### src/rtl/systolic_row_feeder.sv
// systolic_row_feeder: accepts one tile of row-operand vectors and re-times
// them into the diagonal skew the MAC grid expects (lane i delayed i cycles),
// then flushes zeros until the tile has crossed the grid and pulses tile_done.

// One skew lane: a free-running shift chain of DEPTH registers.
module row_skew_lane #(
  parameter int DATA_WIDTH = 8,
  parameter int DEPTH      = 1
) (
  input  logic                  clk,
  input  logic                  rst,
  input  logic [DATA_WIDTH-1:0] din,
  output logic [DATA_WIDTH-1:0] dout
);
  logic [DEPTH-1:0][DATA_WIDTH-1:0] chain_q, chain_d;

  // Head loads the lane value; every other stage takes its predecessor.
  always_comb begin
    chain_d    = chain_q;
    chain_d[0] = din;
    for (int j = 1; j < DEPTH; j++) chain_d[j] = chain_q[j-1];
  end

  // Chain never stalls; reset clears in-flight operands.
  always_ff @(posedge clk) begin
    if (rst) chain_q <= '0;
    else     chain_q <= chain_d;
  end

  assign dout = chain_q[DEPTH-1];
endmodule

module systolic_row_feeder #(
  parameter int DATA_WIDTH = 8,
  parameter int ARRAY_SIZE = 4,
  parameter int K_DEPTH    = 4
) (
  input  logic                             clk,
  input  logic                             rst,
  input  logic                             in_valid,
  output logic                             in_ready,
  input  logic [ARRAY_SIZE*DATA_WIDTH-1:0] in_data,
  output logic [ARRAY_SIZE*DATA_WIDTH-1:0] out_row,
  output logic                             busy,
  output logic                             tile_done
);
  localparam int VC_W = $clog2(K_DEPTH + 1);
  localparam int FL_W = $clog2(2*ARRAY_SIZE - 1);
  localparam logic [VC_W-1:0] K_LAST     = VC_W'(K_DEPTH);
  localparam logic [FL_W-1:0] FLUSH_LAST = FL_W'(2*ARRAY_SIZE - 2);

  localparam logic [1:0] S_IDLE  = 2'd0;
  localparam logic [1:0] S_LOAD  = 2'd1;
  localparam logic [1:0] S_FLUSH = 2'd2;
  localparam logic [1:0] S_DONE  = 2'd3;

  logic [1:0]      state_q, state_d;
  logic [VC_W-1:0] vec_cnt_q, vec_cnt_d;
  logic [FL_W-1:0] flush_cnt_q, flush_cnt_d;
  logic            accept;

  logic [ARRAY_SIZE-1:0][DATA_WIDTH-1:0] lane_in, lane_out;

  assign in_ready  = (state_q == S_IDLE) || (state_q == S_LOAD);
  assign busy      = (state_q != S_IDLE);
  assign tile_done = (state_q == S_DONE);
  assign accept    = in_valid && in_ready;

  // Non-accepted cycles feed zeros so bubbles stay diagonally aligned.
  always_comb begin
    lane_in = '0;
    if (accept) lane_in = in_data;
  end

  // Lane i gets i+1 stages: lane 0 shows data right after the accept edge.
  for (genvar i = 0; i < ARRAY_SIZE; i++) begin : g_lane
    row_skew_lane #(.DATA_WIDTH(DATA_WIDTH), .DEPTH(i + 1)) u_lane (
      .clk  (clk),
      .rst  (rst),
      .din  (lane_in[i]),
      .dout (lane_out[i])
    );
  end

  assign out_row = lane_out;

  // Tile sequencing: count accepts, then 2N-1 flush cycles, then one DONE.
  always_comb begin
    state_d     = state_q;
    vec_cnt_d   = vec_cnt_q;
    flush_cnt_d = flush_cnt_q;
    case (state_q)
      S_IDLE: begin
        if (accept) begin
          vec_cnt_d   = VC_W'(1);
          flush_cnt_d = '0;
          state_d     = (K_DEPTH == 1) ? S_FLUSH : S_LOAD;
        end
      end
      S_LOAD: begin
        if (accept) begin
          vec_cnt_d = vec_cnt_q + VC_W'(1);
          if (vec_cnt_q + VC_W'(1) == K_LAST) begin
            flush_cnt_d = '0;
            state_d     = S_FLUSH;
          end
        end
      end
      S_FLUSH: begin
        if (flush_cnt_q == FLUSH_LAST) state_d = S_DONE;
        else flush_cnt_d = flush_cnt_q + FL_W'(1);
      end
      S_DONE: begin
        vec_cnt_d   = '0;
        flush_cnt_d = '0;
        state_d     = S_IDLE;
      end
      default: state_d = S_IDLE;
    endcase
  end

  // Control state; reset aborts any tile without a done pulse.
  always_ff @(posedge clk) begin
    if (rst) begin
      state_q     <= S_IDLE;
      vec_cnt_q   <= '0;
      flush_cnt_q <= '0;
    end else begin
      state_q     <= state_d;
      vec_cnt_q   <= vec_cnt_d;
      flush_cnt_q <= flush_cnt_d;
    end
  end
endmodule

### config.mk
export PLATFORM = sky130hd
export DESIGN_NAME = systolic_row_feeder
export DESIGN_NICKNAME = d
export VERILOG_FILES = /design/src/rtl/systolic_row_feeder.sv
export SDC_FILE = /design/constraint.sdc
export NUM_CORES = 1
export LEC_CHECK = 0
export BUFFER_PORTS_ARGS = -buffer_cell sky130_fd_sc_hd__buf_4
export CORE_MARGIN = 4
export CORE_UTILIZATION = 35
export DETAILED_ROUTE_END_ITERATION = 6
export SLEW_MARGIN = 10
export SYNTH_ARGS = -nofsm -noshare
export SYNTH_HDL_FRONTEND = slang
export SYNTH_SLANG_ARGS = --single-unit
### constraint.sdc
create_clock -name clk -period 2.4 [get_ports clk]
set_input_delay 0.12 -clock clk [delete_from_list [all_inputs] [get_ports clk]]
set_output_delay 0.12 -clock clk [all_outputs]
set_load 0.005 [all_outputs]
==> metrics.md, run 1 <==
| Metric | Value |
|---|---|
| Nature of the critical path endpoint | flop |
| Resized Gates After CTS | 0 |
| Setup crit start | state_q[1] |
| # setup viols final | 0 |
| GRT overflow | 0 |
| Power Density | between 800 and 900 mW/mm2 |
| Number of synthesized flops with an enable pin | 0 |
| Row cnt | 31 |
| Inserted Diodes | 0 |
| Drt total wl | roughly 4.4 mm |
| Initial antenna violation count | 0 |
| Max-cap check violation count | 0 |
| Arrival time worst endpoint | 2.01 ns |
| Area Growth Syn to Fin | 43.0% |
| Drt wl/cell | 10.2 um |
| Slew headroom | 0.639 |
| CP top delay family | simple AND/OR/NAND/NOR gates |
| Syn_area_per_cell | roughly 12 um2 |
| I/O pin total | 70 |
| Via/cell ratio | 4.03 |
| Die Y | between 90 and 100 um |
| Worst min-delay path startpoint | rst |
| Final setup margin | 0.671 ns |
| Top-area cell type share of the netlist area | 0.656 |
| DRT iter0 DRCs | 51 |
| Max-slew violations | 0 |
| DR DRC count | 0 |
| Drt pass-1 iters | 4 |
| Predominant post-synthesis flop cell | dfxtp_1 |
| Clock-pin transition on the worst setup and hold timing paths | 0.08 ns |
| Clk sinks | between 80 and 90 |
| Placed Area | 0.00329 mm2 |
| Port Buf Inserts | 69 |
| Max Fclk | 578 MHz |
| Die area | 0.00913 mm2 |
| Seq/Total Area, Yosys | 0.656 |
| Worst reg2reg startpoint | state_q[1] |
| Cells along the critical path | inv_1 -> ha_1 -> inv_1 -> nand2_1 -> and3_2 -> and2_1 |
| CTS root buf | clkbuf_8 |
| CP Max Fanout | 32 |
| Post-route ant nets | 0 |
| Static leakage | about 0.0017 uW |
| Ys async rst share | 0 |
| Yosys top cell by area | dfxtp_1 |
| Fin crit period | 1.73 ns |
| Type of the most critical hold path | primary input to flop |
| Initial core utilization | 0.364 |
| Gpl congestion | 0.759 |
| WS Path Type | flop to flop |
| Horiz. Die Dim | 95.6 um |
| Vias | approximately 1800 |
| Post-synth top cells | dfxtp_1, nor2b_1, and2_1 |
| Cell variety after synth | 29 |
| Layout cell share with drive strength beyond 1 | 0.275 |
| Synth Cell Area | 0.00268 mm2 |
| Net Count, Synth | 273 |
| Pre-CTS WS | 0.655 ns |
| GRT Total Usage | 0.107 |
| Fin Setup TNS | 0 ns |
| CP most frequent cell | inv_1 |
| Worst Path Buf+Inv | 2 |
| Global-route wire length before repair | 7.43 mm |
| Peak supply drop | 360 uV |
| Cell with the most instances after synthesis | dfxtp_1 |
| CP peak stage delay | about 0.48 ns |
| CTS Buffer Depth | 2 |
| HPWL Detailed | 2.81 mm |
| Worst setup SP type | flop |
| Main area contributors after synthesis | dfxtp_1, nor2b_1, and2_1 |
| Mapped Cells | 229 |
| Final total power | 3320 uW |
| Worst-case clock skew | 0.00587 ns |
| Tightest Pin Transition | 0.541 ns |
| Number of synthesized register bits | 88 |
| Final hold viol count | 0 |
| NumNets Final | 377 |
| H-tree Lvls | 3 |
| Number of buffers created by CTS | 9 |
| Slowest stage cell, crit path | and3_2 |
| Status | completed |
| Core ar. | 0.00737 mm2 |
| Vias in the first global route | 1613 |
| Req. time, crit path | 2.68 ns |
| Skew-Pair Late Insertion Delay | 0.34 ns |
| Final instance area | 0.00384 mm2 |
| Warnings, synthesis | 0 |
| Final Cycle Share | 0.720 |
| RSZ-0062 raised after global routing | no |
| Largest net degree at the start of global routing | 56 |
| CTS tree | built |
[cell usage in the layout, fill, tap and decap left out, drive strengths merged, types with 5 or more instances in the layout]
| cell type | Yosys | routed |
|---|---|---|
| nand2 | 8 | 8 |
| buf | 4 | 70 |
| nor2b | 49 | 49 |
| ha | 9 | 9 |
| clkbuf | 5 | 10 |
| dfxtp | 88 | 88 |
| a21oi | 5 | 5 |
| inv | 6 | 6 |
| and2 | 33 | 33 |
| dlygate4sd3 | 0 | 32 |
[path summary, 6_finish.rpt]
path	endpoint	depth (start not counted)	slack [ns]
hold / removal	vec_cnt_q[0]	3	0.14
setup / recovery	g_lane[0].u_lane.dout[7]	6	0.67
setup reg to reg	g_lane[0].u_lane.dout[7]	6	0.67
hold reg to reg	g_lane[1].u_lane.dout[0]	1	0.44
[timing repair]
action / 4_1_cts / 5_1_grt
setup buffers: 0 / 0
hold buffers: 32 / 0
endpoints found under the hold margin: 32 / 0
[layer usage]
metal / GRT usage / vias up / share of wire / wire [um]
met5: 0 / - / 0 / 0
met4: 0.0533 / 0 / 0.021 / 94
met3: 0.0379 / 9 / 0.077 / 341
met2: 0.164 / 55 / 0.46 / 2020
met1: 0.132 / 775 / 0.45 / 1980
li1: - / 923 / - / -
[tightest hold or removal path, cell delays in order]
cell     delay (ns)
buf_4          0.08
inv_1          0.09
o221a_2        0.14
[power by group]
| part | leakage (uW) | total [uW] | switching [uW] | internal [uW] |
|---|---|---|---|---|
| clock network | 0.000109 | 1110 | 497 | 618 |
| logic | 0.000845 | 565 | 263 | 302 |
| registers | 0.000716 | 1640 | 50.7 | 1590 |
[registers in the layout, indices dropped and copies added, names as in the netlist]
signal	cells
flush_cnt_q	3
vec_cnt_q	3
g_lane.u_lane.chain_d	48
state_q	2
g_lane.u_lane.dout	32
[cell families (layout without fill, tap and decap cells)]
group | after synthesis | count (layout) | share of synthesized area
buffers and inverters | 15 | 124 | 0.0256
AO/OA/AOI/OAI | 14 | 14 | 0.0438
AND/OR/NAND/NOR | 101 | 101 | 0.225
multiplexers | 1 | 1 | 0.00373
XOR/XNOR | 1 | 1 | 0.00326
flip-flops | 88 | 88 | 0.656
adder cells (fa/ha/maj) | 9 | 9 | 0.0420
[metrics by stage]
step	hold WS [ns]	utilization	instances
6_report	0.141	0.521	437
2_1_floorplan	0.242	-	229
4_1_cts	0.115	0.521	437
3_5_place_dp	0.324	0.446	389
5_1_grt	0.127	0.521	437
3_3_place_gp	0.321	0.446	389
[final cells by class]
cell class,count,area (um2)
clock inverter,6,92.6
timing repair buffer,102,846
multi-input combinational,126,853
clock buffer,10,138
fill,678,3530
tap,99,124
inverter,6,22.5
sequential,88,1760
Power figures use the tool's default switching activity.
==> inputs of run 2 (changes only) <==
- clock period: 2.4 -> 1.5 ns (I/O delays scaled with it)
==> run 2 against run 1 <==
Net effect:
- count of clock-buffer cells in the layout unchanged
- via count rose by 0.68%
- sequential power increased by 59%
- wire length is 3.0% higher
- power increased by 69%
- sequential share of layout area is 0.85 points lower
- register-to-register slack worse by 0.62 ns
- first-iteration DRC count shrank 47%
- final cell count is 1.1% higher
- critical endpoint is now flush_cnt_q[1]
- largest cell class unchanged
==> metrics.md, run 2 (same netlist as run 1, synthesis figures left out) <==
| Metric | Value |
|---|---|
| DRT iter0 DRCs | 27 |
| Clk sinks | 88 |
| CP peak stage delay | 0.36 ns |
| Static leakage | around 0.0017 uW |
| Via/cell ratio | 4.01 |
| Fin Setup TNS | 0 ns |
| Pre-CTS WS | -0.0840 ns |
| Die area | 0.00913 mm2 |
| Clock-pin transition on the worst setup and hold timing paths | about 0.08 ns |
| HPWL Detailed | around 2.8 mm |
| Worst-case clock skew | about 0.0073 ns |
| Levels on crit path | 6 |
| Layout cell share with drive strength beyond 1 | 0.303 |
| GRT overflow | 0 |
| Largest net degree at the start of global routing | 56 |
| Skew-Pair Late Insertion Delay | 0.34 ns |
| Status | completed |
| Worst Path Buf+Inv | 1 |
| Commonest non-fill, non-tap cells in the layout | dfxtp_1, buf_4, nor2b_1, and2_1, dlygate4sd3_1 |
| CTS root buf | clkbuf_8 |
| DR DRC count | 0 |
| Horiz. Die Dim | 95.6 um |
| NumNets Final | 382 |
| Worst setup SP type | flop |
| Die Y | between 90 and 100 um |
| Row cnt | 31 |
| Max-slew violations | 0 |
| Gpl congestion | 0.739 |
| WHS | 0.0938 ns |
| Drt pass-1 iters | 4 |
| Nature of the critical path endpoint | flop |
| CTS Buffer Depth | 2 |
| Port Buf Inserts | 69 |
| Global-route wire length before repair | 7.69 mm |
| Worst Setup EP | flush_cnt_q[1] |
| R2r worst-path depth | 6 |
| Arrival time worst endpoint | about 1.7 ns |
| H-tree Lvls | 3 |
| CP Max Fanout | 7 |
| Power Density | 1430 mW/mm2 |
| CP top delay family | compound AO/OA/AOI/OAI gates |
| Flop-to-flop setup slack | 0.05 ns |
| GRT Total Usage | 0.111 |
| Filler cells | around 660 |
| RSZ-0062 raised after global routing | yes |
| Final setup margin | roughly 0.053 ns |
| Commonest non-fill, non-tap cell in the layout | dfxtp_1 |
| Number of buffers created by CTS | 9 |
| RR Endpoint | flush_cnt_q[1] |
| Worst reg2reg startpoint | state_q[0] |
| Slowest stage cell, crit path | dfxtp_2 |
| Post-route ant nets | 0 |
| # setup viols final | 0 |
| I/O pin total | 70 |
| Slew headroom | 0.626 |
| Vias in the first global route | about 1700 |
| Tightest Pin Transition | 0.561 ns |
| Core ar. | 0.00737 mm2 |
| Req. time, crit path | ~1.7 ns |
| Max reg flops | between 40 and 50 |
| Type of the most critical hold path | primary input to flop |
| Setup crit start | state_q[0] |
| Final hold viol count | 0 |
| Peak supply drop | 623 uV |
| Vias | 1774 |
| Area Growth Syn to Fin | 45.8% |
| Fin crit period | approximately 1.4 ns |
| CTS tree | built |
| Final Cycle Share | 0.964 |
| Max-cap check violation count | 0 |
| Drt total wl | between 4 and 5 mm |
| Inserted Diodes | 0 |
| Cells along the critical path | inv_2 -> ha_2 -> nor2b_2 -> o22ai_4 -> nand2_2 -> a32o_1 |
| Drt wl/cell | 10.4 um |
| Max Fclk | just under 700 MHz |
| Initial antenna violation count | 0 |
| Initial core utilization | 0.364 |
| WS Path Type | flop to flop |
-- run 2: cell count changes in the layout (fill, tap and decap cells not counted), moves of 2 or more --
| cell | delta |
|---|---|
| ha_2 | +3 |
| ha_1 | -3 |
| clkinvlp_4 | -2 |
| buf_4 | +5 |
-- run 2: layout make-up --
class	instances	area [um2]	share of cell area
flip-flops and latches	88	1760	0.451
clock inverters	6	115	0.0294
multi-input cells	126	867	0.222
clock buffers	10	138	0.0352
repair buffers	107	883	0.226
well taps	99	124	0.0317
inverters	6	22.5	0.00576
-- run 2: worst min path at each step --
stage / startpoint / endpoint / cells after the start
after CTS: rst / vec_cnt_q[0] / 3
after global routing: rst / vec_cnt_q[0] / 3
final: rst / vec_cnt_q[0] / 3
after floorplan: in_data[0] / g_lane[0].u_lane.dout[0] / 1
after detailed placement: in_data[28] / g_lane[3].u_lane.chain_d[12] / 2
after global placement: in_data[22] / g_lane[2].u_lane.chain_d[14] / 2
-- run 2: power by group --
part / internal (uW) / switching, uW / total [uW]
clock network: 1160 / 794 / 1960
registers: 2540 / 69.7 / 2610
logic: 577 / 458 / 1030
-- run 2: worst reg2reg max path: stages (launching register included) --
cell and delay, ns:
dfxtp_2 0.36, inv_2 0.06, ha_2 0.18, nor2b_2 0.16, o22ai_4 0.23, nand2_2 0.09, a32o_1 0.25
-- run 2: what timing repair did --
item	CTS	global route
hold buffers	32	0
gates resized for setup	2	4
setup endpoints to repair	37	24
hold endpoints to repair	32	0
setup buffers	1	0
cloned	0	0
pin swaps	1	2
-- run 2: metal layers --
| layer | vias to the layer above | share of wire | track usage |
|---|---|---|---|
| met5 | - | 0 | 0 |
| met2 | 53 | 0.46 | 0.173 |
| li1 | 932 | - | - |
| met4 | 0 | 0.015 | 0.0604 |
| met3 | 7 | 0.087 | 0.0489 |
| met1 | 782 | 0.43 | 0.128 |
-- run 2: through the flow --
stage          utilization  instance area [um2]  total power [uW]  cells
6_report             0.531                 3910              5610    442
5_1_grt              0.531                 3910              5930    442
4_1_cts              0.530                 3910              5690    442
3_5_place_dp         0.450                 3320              3600    393
3_3_place_gp         0.450                 3320              3580    393
2_1_floorplan            -                 2690              3220    229
